## src/rtl/cmos_pkg.sv

```systemverilog
// -----------------------------------------------------------------------------
// cmos_pkg
// Shared definitions for the OV7670 pixel capture path:
//   - cap_state_e : capture FSM state encoding (WAIT_CFG=0, WAIT_FRAME=1,
//                   CAPTURE=2)
//   - DEF_H_ACTIVE / DEF_V_ACTIVE / DEF_ADDR_W : default frame geometry
//     (640x480, 19-bit linear address)
// -----------------------------------------------------------------------------
package cmos_pkg;

    typedef enum logic [1:0] {
        WAIT_CFG   = 2'd0,
        WAIT_FRAME = 2'd1,
        CAPTURE    = 2'd2
    } cap_state_e;

    localparam int unsigned DEF_H_ACTIVE = 32'd640;
    localparam int unsigned DEF_V_ACTIVE = 32'd480;
    localparam int unsigned DEF_ADDR_W   = 32'd19;

endpackage

```

## src/rtl/cmos_sync_edge.sv

```systemverilog
// -----------------------------------------------------------------------------
// cmos_sync_edge
// Two-flop synchroniser for one asynchronous camera signal, followed by a
// delay flop used for edge detection. The edge strobes are registered, and
// level_o is the delayed copy, so level and edges are all aligned three
// clock cycles behind the pin.
// Ports:
//   clk_i   : system clock
//   rst_n_i : asynchronous active-low reset (all flops clear to 0)
//   async_i : asynchronous input
//   level_o : synchronised level, aligned with the edge strobes
//   rise_o  : one-cycle strobe on a synchronised rising edge
//   fall_o  : one-cycle strobe on a synchronised falling edge
// -----------------------------------------------------------------------------
module cmos_sync_edge (
    input  logic clk_i,
    input  logic rst_n_i,
    input  logic async_i,
    output logic level_o,
    output logic rise_o,
    output logic fall_o
);

    logic meta_q;
    logic sync_q;
    logic dly_q;
    logic rise_q;
    logic fall_q;

    // Synchroniser chain plus registered edge detect.
    always_ff @(posedge clk_i or negedge rst_n_i) begin
        if (!rst_n_i) begin
            meta_q <= 1'b0;
            sync_q <= 1'b0;
            dly_q  <= 1'b0;
            rise_q <= 1'b0;
            fall_q <= 1'b0;
        end else begin
            meta_q <= async_i;
            sync_q <= meta_q;
            dly_q  <= sync_q;
            rise_q <= sync_q & ~dly_q;
            fall_q <= ~sync_q & dly_q;
        end
    end

    assign level_o = dly_q;
    assign rise_o  = rise_q;
    assign fall_o  = fall_q;

endmodule

```

## src/rtl/cmos_pixel_capture.sv

```systemverilog
// -----------------------------------------------------------------------------
// cmos_pixel_capture
// Captures the OV7670 RGB444 (xR GB) byte stream in the clk_100MHz domain,
// pairs bytes into 12-bit pixels and emits one frame-buffer write per pixel
// with a linear address (line*H_ACTIVE + column, kept as a running counter).
//
// Optional build macro CAPTURE_DECIMATE_EN: when defined only even-column,
// even-line pixels are written, packed into an (H/2)x(V/2) buffer.
//
// Ports:
//   clk_100MHz : system clock (only clock)
//   rst_n      : asynchronous active-low reset
//   cfg_done   : camera configuration finished (level)
//   cmos_pclk, cmos_vsync, cmos_href, cmos_d[7:0] : asynchronous camera bus
//   pix_wr_en  : one-cycle write strobe
//   pix_addr   : linear write address (registered, held between writes)
//   pix_data   : {R,G,B} 4 bits each (registered, held between writes)
//   frame_done : one-cycle pulse at the vsync rise ending a captured frame
//   capturing  : high while the FSM is in CAPTURE
// -----------------------------------------------------------------------------
module cmos_pixel_capture
    import cmos_pkg::*;
#(
    parameter int unsigned H_ACTIVE = DEF_H_ACTIVE,
    parameter int unsigned V_ACTIVE = DEF_V_ACTIVE,
    parameter int unsigned ADDR_W   = DEF_ADDR_W
) (
    input  logic              clk_100MHz,
    input  logic              rst_n,
    input  logic              cfg_done,
    input  logic              cmos_pclk,
    input  logic              cmos_vsync,
    input  logic              cmos_href,
    input  logic [7:0]        cmos_d,
    output logic              pix_wr_en,
    output logic [ADDR_W-1:0] pix_addr,
    output logic [11:0]       pix_data,
    output logic              frame_done,
    output logic              capturing
);

    localparam int unsigned COL_W  = $clog2(H_ACTIVE + 32'd1);
    localparam int unsigned LINE_W = $clog2(V_ACTIVE + 32'd1);

    localparam logic [COL_W-1:0]  COL_MAX   = COL_W'(H_ACTIVE);
    localparam logic [COL_W-1:0]  COL_ONE   = COL_W'(1);
    localparam logic [COL_W-1:0]  COL_ZERO  = COL_W'(0);
    localparam logic [LINE_W-1:0] LINE_MAX  = LINE_W'(V_ACTIVE);
    localparam logic [LINE_W-1:0] LINE_ONE  = LINE_W'(1);
    localparam logic [LINE_W-1:0] LINE_ZERO = LINE_W'(0);
    localparam logic [ADDR_W-1:0] ADDR_ONE  = ADDR_W'(1);
    localparam logic [ADDR_W-1:0] ADDR_ZERO = ADDR_W'(0);

    // ---------------- input synchronisation ----------------
    logic pclk_lvl_s, pclk_rise_s, pclk_fall_s;
    logic vs_lvl_s, vs_rise_s, vs_fall_s;
    logic href_lvl_s, href_rise_s, href_fall_s;

    cmos_sync_edge u_sync_pclk (
        .clk_i   (clk_100MHz),
        .rst_n_i (rst_n),
        .async_i (cmos_pclk),
        .level_o (pclk_lvl_s),
        .rise_o  (pclk_rise_s),
        .fall_o  (pclk_fall_s)
    );

    cmos_sync_edge u_sync_vsync (
        .clk_i   (clk_100MHz),
        .rst_n_i (rst_n),
        .async_i (cmos_vsync),
        .level_o (vs_lvl_s),
        .rise_o  (vs_rise_s),
        .fall_o  (vs_fall_s)
    );

    cmos_sync_edge u_sync_href (
        .clk_i   (clk_100MHz),
        .rst_n_i (rst_n),
        .async_i (cmos_href),
        .level_o (href_lvl_s),
        .rise_o  (href_rise_s),
        .fall_o  (href_fall_s)
    );

    // Only some edges/levels of each synchronised signal are needed.
    logic unused_s;
    assign unused_s = &{1'b0, pclk_lvl_s, pclk_fall_s, vs_lvl_s, href_rise_s};

    logic [7:0] d_meta_q;
    logic [7:0] d_sync_q;
    logic [7:0] d_dly_q;

    // Data bus: 2-flop sync plus one alignment stage so the byte lines up
    // with the registered pclk_rise strobe.
    always_ff @(posedge clk_100MHz or negedge rst_n) begin
        if (!rst_n) begin
            d_meta_q <= 8'h00;
            d_sync_q <= 8'h00;
            d_dly_q  <= 8'h00;
        end else begin
            d_meta_q <= cmos_d;
            d_sync_q <= d_meta_q;
            d_dly_q  <= d_sync_q;
        end
    end

    // ---------------- capture state ----------------
    cap_state_e         state_q, state_d;
    logic [COL_W-1:0]   col_q, col_d;
    logic [LINE_W-1:0]  line_q, line_d;
    logic               phase_q, phase_d;
    logic [3:0]         red_q, red_d;
    logic [ADDR_W-1:0]  addr_q, addr_d;
    logic [ADDR_W-1:0]  base_q, base_d;
    logic               wr_q, wr_d;
    logic               fd_q, fd_d;
    logic               cap_q, cap_d;
    logic [ADDR_W-1:0]  pix_addr_q, pix_addr_d;
    logic [11:0]        pix_data_q, pix_data_d;

    logic               pix_ok_s;
    logic [ADDR_W-1:0]  line_step_s;

`ifdef CAPTURE_DECIMATE_EN
    // Even column and even line only; only even lines advance the base.
    assign pix_ok_s    = (col_q < COL_MAX) && (line_q < LINE_MAX) &&
                         !col_q[0] && !line_q[0];
    assign line_step_s = line_q[0] ? ADDR_ZERO : ADDR_W'(H_ACTIVE / 32'd2);
`else
    assign pix_ok_s    = (col_q < COL_MAX) && (line_q < LINE_MAX);
    assign line_step_s = ADDR_W'(H_ACTIVE);
`endif

    // Next-state logic for the capture FSM, counters and output registers.
    always_comb begin
        state_d    = state_q;
        col_d      = col_q;
        line_d     = line_q;
        phase_d    = phase_q;
        red_d      = red_q;
        addr_d     = addr_q;
        base_d     = base_q;
        wr_d       = 1'b0;
        fd_d       = 1'b0;
        pix_addr_d = pix_addr_q;
        pix_data_d = pix_data_q;

        case (state_q)
            WAIT_CFG: begin
                state_d = WAIT_FRAME;
            end
            WAIT_FRAME: begin
                if (vs_fall_s) begin
                    state_d = CAPTURE;
                end else begin
                    state_d = WAIT_FRAME;
                end
            end
            CAPTURE: begin
                if (pclk_rise_s && href_lvl_s) begin
                    phase_d = ~phase_q;
                    if (!phase_q) begin
                        red_d = d_dly_q[3:0];
                    end else begin
                        if (pix_ok_s) begin
                            wr_d       = 1'b1;
                            pix_addr_d = addr_q;
                            pix_data_d = {red_q, d_dly_q};
                            addr_d     = addr_q + ADDR_ONE;
                        end else begin
                            wr_d = 1'b0;
                        end
                        if (col_q < COL_MAX) begin
                            col_d = col_q + COL_ONE;
                        end else begin
                            col_d = col_q;
                        end
                    end
                end else begin
                    phase_d = phase_q;
                end

                // vsync rise wins over a coincident href fall; a write
                // completed above in this cycle is still emitted.
                if (vs_rise_s) begin
                    fd_d    = 1'b1;
                    state_d = WAIT_FRAME;
                end else if (href_fall_s) begin
                    phase_d = 1'b0;
                    if (col_q != COL_ZERO) begin
                        col_d = COL_ZERO;
                        if (line_q < LINE_MAX) begin
                            line_d = line_q + LINE_ONE;
                            base_d = base_q + line_step_s;
                            addr_d = base_q + line_step_s;
                        end else begin
                            line_d = line_q;
                        end
                    end else begin
                        col_d = col_q;
                    end
                end else begin
                    state_d = CAPTURE;
                end
            end
            default: begin
                state_d = WAIT_CFG;
            end
        endcase

        // Outside CAPTURE the position counters are held clear.
        if (state_q != CAPTURE) begin
            col_d   = COL_ZERO;
            line_d  = LINE_ZERO;
            phase_d = 1'b0;
            addr_d  = ADDR_ZERO;
            base_d  = ADDR_ZERO;
        end else begin
            state_d = state_d;
        end

        // Losing configuration aborts immediately, silently.
        if (!cfg_done) begin
            state_d    = WAIT_CFG;
            wr_d       = 1'b0;
            fd_d       = 1'b0;
            pix_addr_d = pix_addr_q;
            pix_data_d = pix_data_q;
        end else begin
            state_d = state_d;
        end

        cap_d = (state_d == CAPTURE);
    end

    // FSM, counters and registered outputs.
    always_ff @(posedge clk_100MHz or negedge rst_n) begin
        if (!rst_n) begin
            state_q    <= WAIT_CFG;
            col_q      <= COL_ZERO;
            line_q     <= LINE_ZERO;
            phase_q    <= 1'b0;
            red_q      <= 4'h0;
            addr_q     <= ADDR_ZERO;
            base_q     <= ADDR_ZERO;
            wr_q       <= 1'b0;
            fd_q       <= 1'b0;
            cap_q      <= 1'b0;
            pix_addr_q <= ADDR_ZERO;
            pix_data_q <= 12'h000;
        end else begin
            state_q    <= state_d;
            col_q      <= col_d;
            line_q     <= line_d;
            phase_q    <= phase_d;
            red_q      <= red_d;
            addr_q     <= addr_d;
            base_q     <= base_d;
            wr_q       <= wr_d;
            fd_q       <= fd_d;
            cap_q      <= cap_d;
            pix_addr_q <= pix_addr_d;
            pix_data_q <= pix_data_d;
        end
    end

    assign pix_wr_en  = wr_q;
    assign pix_addr   = pix_addr_q;
    assign pix_data   = pix_data_q;
    assign frame_done = fd_q;
    assign capturing  = cap_q;

endmodule

```

## config.mk

```make
export PLATFORM = sky130hd
export DESIGN_NAME = cmos_pixel_capture
export DESIGN_NICKNAME = d
export VERILOG_FILES = /design/src/rtl/cmos_pkg.sv /design/src/rtl/cmos_sync_edge.sv /design/src/rtl/cmos_pixel_capture.sv
export SDC_FILE = /design/constraint.sdc
export NUM_CORES = 1
export LEC_CHECK = 0
export ABC_AREA = 1
export BUFFER_PORTS_ARGS = -buffer_cell sky130_fd_sc_hd__clkbuf_2
export CAP_MARGIN = 10
export CORE_MARGIN = 3
export CORE_UTILIZATION = 50
export DETAILED_ROUTE_END_ITERATION = 10
export HOLD_SLACK_MARGIN = 0.05
export PLACE_DENSITY = 0.67
export SLEW_MARGIN = 20
export SYNTH_ARGS = -nofsm -noshare
export SYNTH_HDL_FRONTEND = slang
export SYNTH_HIERARCHICAL = 1
export SYNTH_SLANG_ARGS = --single-unit
export TNS_END_PERCENT = 100
```

## constraint.sdc

```tcl
create_clock -name clk_100MHz -period 2.7 [get_ports clk_100MHz]
set_clock_uncertainty 0.05 [all_clocks]
set_input_delay 0.54 -clock clk_100MHz [delete_from_list [all_inputs] [get_ports clk_100MHz]]
set_output_delay 0.54 -clock clk_100MHz [all_outputs]
set_load 0.02 [all_outputs]
```

Word level (Yosys, flattened, before mapping)
Cells that the tools add are included.
{"block": "word_totals", "register_bits": 135, "out_inout_bits": 34, "word_cells": 108}
{"block": "op_classes", "addsub": 4, "n_lt_le_gt_ge": 2, "eq_ne": 6, "muxes": 47, "bitwise": 9, "reduce_logical": 12}
{"op": "$mux 19", "count": 15}
{"op": "$mux 10", "count": 8}
{"op": "$mux 9", "count": 6}
{"op": "$add 19x1->19 const B", "count": 1}
{"op": "$add 19x10->19 const B", "count": 1}
{"op": "$mux 1", "count": 13}
{"op": "$add 10x1->10 const B", "count": 1}
{"op": "$lt 10x10->1 const B", "count": 1}
{"op": "$reduce_and 5->1", "count": 2}
{"op": "$reduce_bool 10->1", "count": 1}
{"op": "$add 9x1->9 const B", "count": 1}
{"op": "$lt 9x9->1 const B", "count": 1}
{"op": "$mux 2", "count": 4}
{"op": "$reduce_bool 2->1", "count": 4}
{"op": "$pmux 2 s3", "count": 1}
{"op": "$not 1->1", "count": 5}
{"op": "$and 1x1->1", "count": 4}
{"op": "$eq 2x2->1 const B", "count": 2}
{"op": "$ne 2x2->1 const B", "count": 2}
{"op": "$ne 4x4->1 const B", "count": 1}
{"op": "$reduce_and 3->1", "count": 1}
{"op": "$eq 2x1->1 const B", "count": 1}
{"op": "$logic_and 1x1->1", "count": 2}
{"op": "$logic_not 2->1", "count": 1}
{"op": "$reduce_and 2->1", "count": 1}

Longest topological paths before layout
Gate-level depths: netlist of run 1.
{"block": "depth", "word_depth": 11, "depth_mapped": 13}

Hierarchy
The synthesis of run 1 kept the hierarchy.
{"module": "cmos_pixel_capture", "n_inst": 1, "cells_each": 570, "area_each_um2": 5197.5}
{"module": "cmos_sync_edge", "n_inst": 3, "cells_each": 9, "area_each_um2": 140.1}

Worst setup path after synthesis of run 1
Ideal clock, no wire load.
{"block": "synth_path", "path_type": "register -> register", "start": "register base_q[7]", "end": "register addr_q[17]", "setup_time_ns": 0.129, "arrival_ns": 1.419, "required_ns": 2.521, "slack_ns": 1.102, "stages_incl_launch_ff": 10, "n_path_buf": 0, "cell_sequence": "dfrtp_1 ha_1 o21ai_0 nor2_1 nand2_1 nor2_1 nand3_1 nand2_1 o21ai_0 a21oi_1"}
{"block": "synth_between", "elab_chain_cells": 7}
{"element": "start: declaration", "line_no": "cmos_pixel_capture.sv:115", "text": "logic [ADDR_W-1:0] base_q, base_d;"}
{"element": "start signal: assignment", "line_no": "cmos_pixel_capture.sv:259", "text": "base_q <= base_d;"}
{"element": "$add 19x10->19", "line_no": "cmos_pixel_capture.sv:196", "text": "addr_d = base_q + line_step_s;"}
{"element": "$mux 19", "line_no": "cmos_pixel_capture.sv:193", "text": "if (line_q < LINE_MAX) begin"}
{"element": "$mux 19", "line_no": "cmos_pixel_capture.sv:191", "text": "if (col_q != COL_ZERO) begin"}
{"element": "$mux 19", "line_no": "cmos_pixel_capture.sv:189", "text": "end else if (href_fall_s) begin"}
{"element": "$mux 19", "line_no": "cmos_pixel_capture.sv:186", "text": "if (vs_rise_s) begin"}
{"element": "$mux 19", "line_no": "cmos_pixel_capture.sv:149", "text": "case (state_q)"}
{"element": "$mux 19", "line_no": "cmos_pixel_capture.sv:213", "text": "if (state_q != CAPTURE) begin"}
{"element": "named net addr_d[17]", "line_no": "cmos_pixel_capture.sv:114", "text": "logic [ADDR_W-1:0] addr_q, addr_d;"}
{"element": "end signal: assignment", "line_no": "cmos_pixel_capture.sv:258", "text": "addr_q <= addr_d;"}
{"element": "end: declaration", "line_no": "cmos_pixel_capture.sv:114"}
The timed path passes the listed nets, and every way through them passes these cells. The select of a mux whose other input is x is not followed.
A chain may end at the register's enable or synchronous reset.

Worst setup path after layout of run 1
{"block": "layout_path", "start": "register col_q[0]", "end": "register addr_q[8]"}
{"block": "layout_between", "elab_chain_cells": 11}
{"element": "start: declaration", "line_no": "cmos_pixel_capture.sv:110", "text": "logic [COL_W-1:0] col_q, col_d;"}
{"element": "start signal: assignment", "line_no": "cmos_pixel_capture.sv:254", "text": "col_q <= col_d;"}
{"element": "$lt 10x10->1", "line_no": "cmos_pixel_capture.sv:131", "text": "assign pix_ok_s = (col_q < COL_MAX) && (line_q < LINE_MAX);"}
{"element": "$logic_and 1x1->1", "line_no": "cmos_pixel_capture.sv:131"}
{"element": "$mux 19", "line_no": "cmos_pixel_capture.sv:166", "text": "if (pix_ok_s) begin"}
{"element": "$mux 19", "line_no": "cmos_pixel_capture.sv:163", "text": "if (!phase_q) begin"}
{"element": "$mux 19", "line_no": "cmos_pixel_capture.sv:161", "text": "if (pclk_rise_s && href_lvl_s) begin"}
{"element": "$mux 19", "line_no": "cmos_pixel_capture.sv:193"}
{"element": "$mux 19", "line_no": "cmos_pixel_capture.sv:191"}
{"element": "$mux 19", "line_no": "cmos_pixel_capture.sv:189"}
{"element": "$mux 19 (*)", "line_no": "cmos_pixel_capture.sv:186"}
{"element": "$mux 19 (*)", "line_no": "cmos_pixel_capture.sv:149"}
{"element": "$mux 19 (*)", "line_no": "cmos_pixel_capture.sv:213"}
{"element": "named net addr_d[8]", "line_no": "cmos_pixel_capture.sv:114"}
The timed path passes the listed nets; every way through them passes the cells marked *. The select of a mux whose other input is x is not followed.

==> results.md, run 1 <==
* Outcome: finished, final reports clean
* Leakage Power at about 3.2 nW
* Tcrit/Tclk final at approximately 78%
* DRT iter0 DRCs at between 200 and 250
* Post-route ant nets at 0
* Mapped Cells at roughly 590
* Cell repeated most along the worst path: inv_1
* Slowest CP cell: dfrtp_1
* Buffers plus inverters on the worst setup path at 4
* Startpoint class of the critical path: register
* Clock Path Buffers at 2
* Syn Std Cell Area at 0.00555 sq mm
* CTS Root Cell: clkbuf_8
* Drt drc at 0
* GRT Residual Overflow at 0
* Pre-antenna DRT Iters at 5
* DP HPWL at 7900 um
* Gr usage total at between 10% and 20%
* Sw Pwr at ~0.00093 W
* Drt total wl at 11,600 um
* Rel. slew slack at 57.0%
* Final hold vios at 0
* Vias in the first global route at roughly 4,000
* DP Area at around 0.0059 sq mm
* CP max FO at 17
* Maximum VDD drop at 672 uV
* Die area at ~0.012 sq mm
* Crit-path leading delay family: simple AND/OR/NAND/NOR gates
* Mapped Nets at between 600 and 700
* Fin cells at around 810
* Die width at between 100 and 150 um
* CTS Sinks at between 100 and 150
* Reg2reg start: col_q[0]
* Filler cells at approximately 870
* Worst Tran Pin Value at roughly 0.65 ns
* Layout cells sized above 1 at 17.6%
* Dpl ws at roughly 0.6 ns
* Worst setup path end: addr_q[8]
* Fmax at approximately 470 MHz
* Global-route wire length before repair at 19,400 um
* Critical path, cell by cell: inv_1 > ha_1 > inv_1 > nor3_2 > nand4_2 > nand2_2 > nor2_4 > inv_2 > nand2_4 > nand2_1 > o21ai_1 > inv_1
* PwrDens at ~650 mW/mm^2
* Effective utilization at floorplan at a little over half
* Worst R2R Setup Slack at 0.58 ns
* Worst reg2reg path depth at 12
* Dpl cells at about 770
* DR WL/cell at approximately 14 um
* I/O Pins at 48
* Routed vias at 4,073
* PortBufs at 47
* Terminus of the critical flop-to-flop path: addr_q[8]
* Clock power share at roughly 52%
* Switching part of the total power at 21.6%
* Final setup viols at 0
* Clock buffer count from CTS at 17
* Data required, critical path at ~3.1 ns
* Drt via density at about 5
* CORE AREA at ~0.011 sq mm
* Area delta synth->final at 19.5%
* Kind of critical path: register to register
* Final WS setup at 0.581 ns
* Nature of the critical path endpoint: register
* Max-Cap Viols at 0
* Flop pwr share at 45.7%
* Number of diodes at 0
* Die height at roughly 110 um
* Post-layout min period at around 2.1 ns
* Nets at 682
* Hold crit path type: input pin to register
* Row cnt at 37
* Post-layout util at a little over three fifths
* Syn Area/Cell at about 9.4 sq um
* Synth warn at 6
* Int Power at ~0.0034 W
* Crit path launch: col_q[0]
* Routability cong. at slightly below 0.9
* Fin area at between 0.006 and 0.007 sq mm
* Arrival @ worst endpoint at 2.50 ns
* Largest stage delay on the critical path at approximately 0.4 ns
* Post-route setup TNS at 0 ns
* Slew Limit Fails at 0
* Initial antenna violation count at 0
* Largest net degree at the start of global routing at 50
* Comb power frac at under 10%
* Worst-Skew Late Latency at between 0.5 and 0.6 ns
* CTS resizes at 0
* Crit. path cell count at 12
* Hold path start: cfg_done
* RSZ-0062 raised after global routing: no
* H-tree Lvls at 4
* CTS tree: done
* CTS clk-pin slew, worst paths at 0.06 ns
==> metal layers <==
metal | up-vias | routed length (um) | part of all wire [%] | global-route usage (%)
li1 | 2033 | - | - | -
met1 | 1951 | 5220 | 45 | 25.7
met2 | 69 | 5730 | 49 | 31.8
met3 | 20 | 453 | 3.9 | 5.92
met4 | 0 | 227 | 2.0 | 7.54
met5 | - | 0 | 0 | 0
==> cell type report <==
cell class / instances / area, sq um / share of cell area [%]
flip-flops and latches: 128 / 3200 / 48.3
multi-input cells: 380 / 1970 / 29.7
clock buffers: 21 / 459 / 6.92
repair buffers: 65 / 440 / 6.64
inverters: 70 / 263 / 3.96
well taps: 136 / 170 / 2.56
clock inverters: 11 / 130 / 1.96
==> registers in the layout (all words and copies together), names as in the netlist, 2 cells and up <==
name,count
d_meta_q,8
d_dly_q,8
red_q,4
state_q,2
base_q,12
d_sync_q,8
pix_addr,19
col_q,10
addr_q,19
line_q,9
pix_data,12
==> worst min path at each step <==
stage | end | cells after the start
2_1_floorplan | addr_q[0] | 0
4_1_cts | state_q[0] | 3
3_3_place_gp | d_dly_q[6] | 0
3_5_place_dp | d_dly_q[0] | 0
6_report | frame_done | 3
5_1_grt | frame_done | 3
==> power by group through the flow <==
stage	Combinational (W)	Clock, W	Sequential [W]
global placement	0.0000941	0	0.00200
CTS	0.000111	0.00229	0.00197
detailed placement	0.0000968	0	0.00201
finish	0.000107	0.00224	0.00197
global route	0.000124	0.00237	0.00197
floorplan	0.0000325	0	0.00200
==> through the flow <==
| step | hold WS (ns) | power [W] |
|---|---|---|
| after floorplan | 0.194 | 0.00203 |
| final | 0.259 | 0.00432 |
| after global routing | 0.270 | 0.00447 |
| after CTS | 0.236 | 0.00437 |
| after detailed placement | 0.285 | 0.00210 |
| after global placement | 0.282 | 0.00210 |
==> worst register-to-register path, cell delays in order (launching register included) <==
cell	delay, ns
dfrtp_1	0.40
inv_1	0.08
ha_1	0.19
inv_1	0.06
nor3_2	0.04
nand4_2	0.10
nand2_2	0.12
nor2_4	0.30
inv_2	0.20
nand2_4	0.24
nand2_1	0.10
o21ai_1	0.08
inv_1	0.05
==> cell usage in the layout (no fill, tap or decap), drive strengths merged <==
cell and instances:
o22ai 5, o21a 2, nand4 14, a22oi 1, nand3b 1, dfrtp 128, clkinvlp 4, nor4 1
nand2 158, o21ai 43, a211oi 2, clkinv 3, buf 7, o21bai 1, a31oi 1, xor2 19
a21oi 17, nand3 22, ha 6, nor3 9, o31ai 7, dlygate4sd3 12, bufinv 2, nor2 65
inv 72, a22o 1, clkbuf 67, xnor2 5
==> timing repair <==
item	CTS	global route
hold buffers	12	0
buffers inserted	0	0
hold endpoints to repair	57	0
Note: power is estimated with default switching activity, not from simulation.
==> inputs of run 2 (changes only) <==
PLACE_DENSITY = 0.69   (was 0.67)
clock period = 1.9 ns   (was 2.7 ns; I/O delays follow)
==> run 2 against run 1 <==
  * Wire length fell by 0.81%
  * Via count rose by 2.6%
  * Largest power group unchanged
  * Utilization rose by 2.1 points
  * Sequential power rose by 42%
  * Highest routed layer unchanged
  * Flip-flop and latch count did not move
  * Critical endpoint is now addr_q[1]
  * First-iteration DRC count rose by 21%
==> results.md, run 2 (synthesis gave the netlist of run 1 again) <==
* Die area at 0.0124 sq mm (unchanged)
* Most common cell after layout, fill and taps aside: nand2_1
* Critical path, cell by cell: inv_1 > ha_1 > inv_1 > nor3_2 > nand4_2 > nand2_4 > nor2_4 > inv_4 > nand2_8 > buf_4 > a211oi_2
* Drt via density at 5.05 (+0.59%)
* Total power at 0.00640 W (+48%)
* Largest net degree at the start of global routing at 60 (+20%)
* Tcrit/Tclk final at 94.3% (+16 points)
* Nets at 699 (+2.5%)
* Number of diodes at 0 (unchanged)
* Worst Tran Pin Value at 0.319 ns (-0.326 ns)
* Area delta synth->final at 23.5%
* Cell repeated most along the worst path: inv_1
* Routed vias at 4,178 (+2.6%)
* Final WS setup at 0.109 ns (-0.472 ns)
* Global-route wire length before repair at 19,300 um (-0.64%)
* GRT Residual Overflow at 0 (unchanged)
* Die width at 111 um (unchanged)
* Slew Limit Fails at 0 (unchanged)
* Row cnt at 37 (unchanged)
* Reg2reg start: col_q[0]
* Post-layout util at 64.9% (+2.1 points)
* Max-Cap Viols at 0 (unchanged)
* DR WL/cell at 14.0 um (-2.7%)
* Final setup viols at 0 (unchanged)
* Routability cong. at 0.851 (-3.4%)
* DP HPWL at 7720 um (-2.2%)
* Vias in the first global route at 4,064 (+1.9%)
* Fin cells at 827 (+2.0%)
* WHS Endpoint: state_q[0]
* CTS tree: done
* I/O Pins at 48 (unchanged)
* Leakage Power at 3.32 nW (+3.9%)
* Fmax at 558 MHz (+18%)
* Dpl ws at 0.0546 ns (-0.564 ns)
* Rel. slew slack at 78.7% (+22 points)
* Worst reg2reg path depth at 11 (-1)
* Fin area at 0.00686 sq mm (+3.3%)
* PortBufs at 47 (unchanged)
* Largest stage delay on the critical path at 0.40 ns (about the same)
* Layout cells sized above 1 at 20.8% (+3.2 points)
* Outcome: finished, final reports clean
* Hold path start: cfg_done
* Nature of the critical path endpoint: register
* Startpoint class of the critical path: register
* Effective utilization at floorplan at 52.6% (unchanged)
* Gr usage total at 19.5% (-0.34 points)
* CP max FO at 13 (-4)
* DP Area at 0.00596 sq mm (+0.55%)
* Slowest CP cell: dfrtp_1
* Most frequent cells in the layout: 151 x nand2_1, 127 x dfrtp_1, 64 x inv_1
* Drt drc at 0 (unchanged)
* H-tree Lvls at 4 (unchanged)
* Arrival @ worst endpoint at 2.17 ns (-0.33 ns)
* CTS clk-pin slew, worst paths at 0.06 ns (about the same)
* WHS Path Cells at 3 (unchanged)
* Initial antenna violation count at 0 (unchanged)
* CTS Sinks at 128 (unchanged)
* CORE AREA at 0.0106 sq mm (unchanged)
* Terminus of the critical flop-to-flop path: addr_q[1]
* Post-layout min period at 1.79 ns (-0.328 ns)
* Pre-antenna DRT Iters at 6 (+1)
* Die height at 111 um (unchanged)
* Final hold vios at 0 (unchanged)
* Dpl cells at 773 (+0.78%)
* Drt total wl at 11,500 um (-0.81%)
* Kind of critical path: register to register
* Maximum VDD drop at 700 uV (+4.2%)
* Clock Path Buffers at 2 (unchanged)
* Hold crit path type: input pin to register
* CTS Root Cell: clkbuf_8
* Worst-Skew Late Latency at 0.52 ns (-0.02 ns)
* DRT iter0 DRCs at 290 (+21%)
* Post-route ant nets at 0 (unchanged)
* PwrDens at 933 mW/mm^2 (+43%)
* Data required, critical path at 2.28 ns (-0.80 ns)
* Clock buffer count from CTS at 17 (unchanged)
* Worst R2R Setup Slack at 0.11 ns (-0.47 ns)
## run 2: changes by cell type in the layout (fill, tap and decap cells not counted), moves of 3 or more
cell       before  now
buf_4           4   21
nor2_1         56   53
bufinv_16       2    5
clkbuf_8        4    1
## run 2: metal layers
layer	vias up	part of all wire (%)	wire length (um)	GRT usage, %
li1	2062	-	-	-
met1	2013	45	5200	26.2
met2	87	50	5730	30.6
met3	16	3.7	425	5.54
met4	0	1.7	193	7.06
met5	-	0	0	0
## run 2: per-stage QoR
step	TNS [ns]	hold WS (ns)
after global routing	-0.00771	0.0860
after global placement	0	0.190
after floorplan	0	0.0344
after CTS	0	0.0782
after detailed placement	0	0.193
final	0	0.0966
## run 2: worst max path at each step
| stage | startpoint | endpoint | cells after the start |
|---|---|---|---|
| finish | col_q[0] | addr_q[1] | 11 |
| global route | col_q[0] | addr_q[1] | 11 |
| CTS | col_q[0] | addr_q[1] | 11 |
| detailed placement | addr_q[0] | addr_q[14] | 11 |
| global placement | base_q[7] | addr_q[15] | 9 |
| floorplan | base_q[7] | addr_q[17] | 9 |
## run 2: cell type report
class | instances | area, sq um
clock buffer | 17 | 414
clock inverter | 14 | 215
fill | 855 | 3700
inverter | 70 | 268
multi-input combinational | 380 | 2020
sequential | 128 | 3200
tap | 136 | 170
timing repair buffer | 82 | 568
## run 2: critical path: cells and delay by family, from the launching register on
kind | cells | cell delay (ns)
buffers and inverters | 4 | 0.40
AND/OR/NAND/NOR | 5 | 0.54
flip-flops | 1 | 0.40
adder cells (fa/ha/maj) | 1 | 0.14
AO/OA/AOI/OAI | 1 | 0.17
## run 2: where the power goes
part	internal (W)	switching, W	total, W	leakage (nW)
clock	0.00225	0.00118	0.00344	0.304
combinational	0.0000573	0.000101	0.000158	1.32
sequential	0.00278	0.0000207	0.00280	1.70
total	0.00509	0.00130	0.00640	3.32
## run 2: what timing repair did
action                     4_1_cts  5_1_grt
setup endpoints to repair        2       56
hold endpoints to repair       139        0
buffers inserted                 1       10
pin swaps                        1        7
gates resized for setup          2       14
hold buffers                    12        0
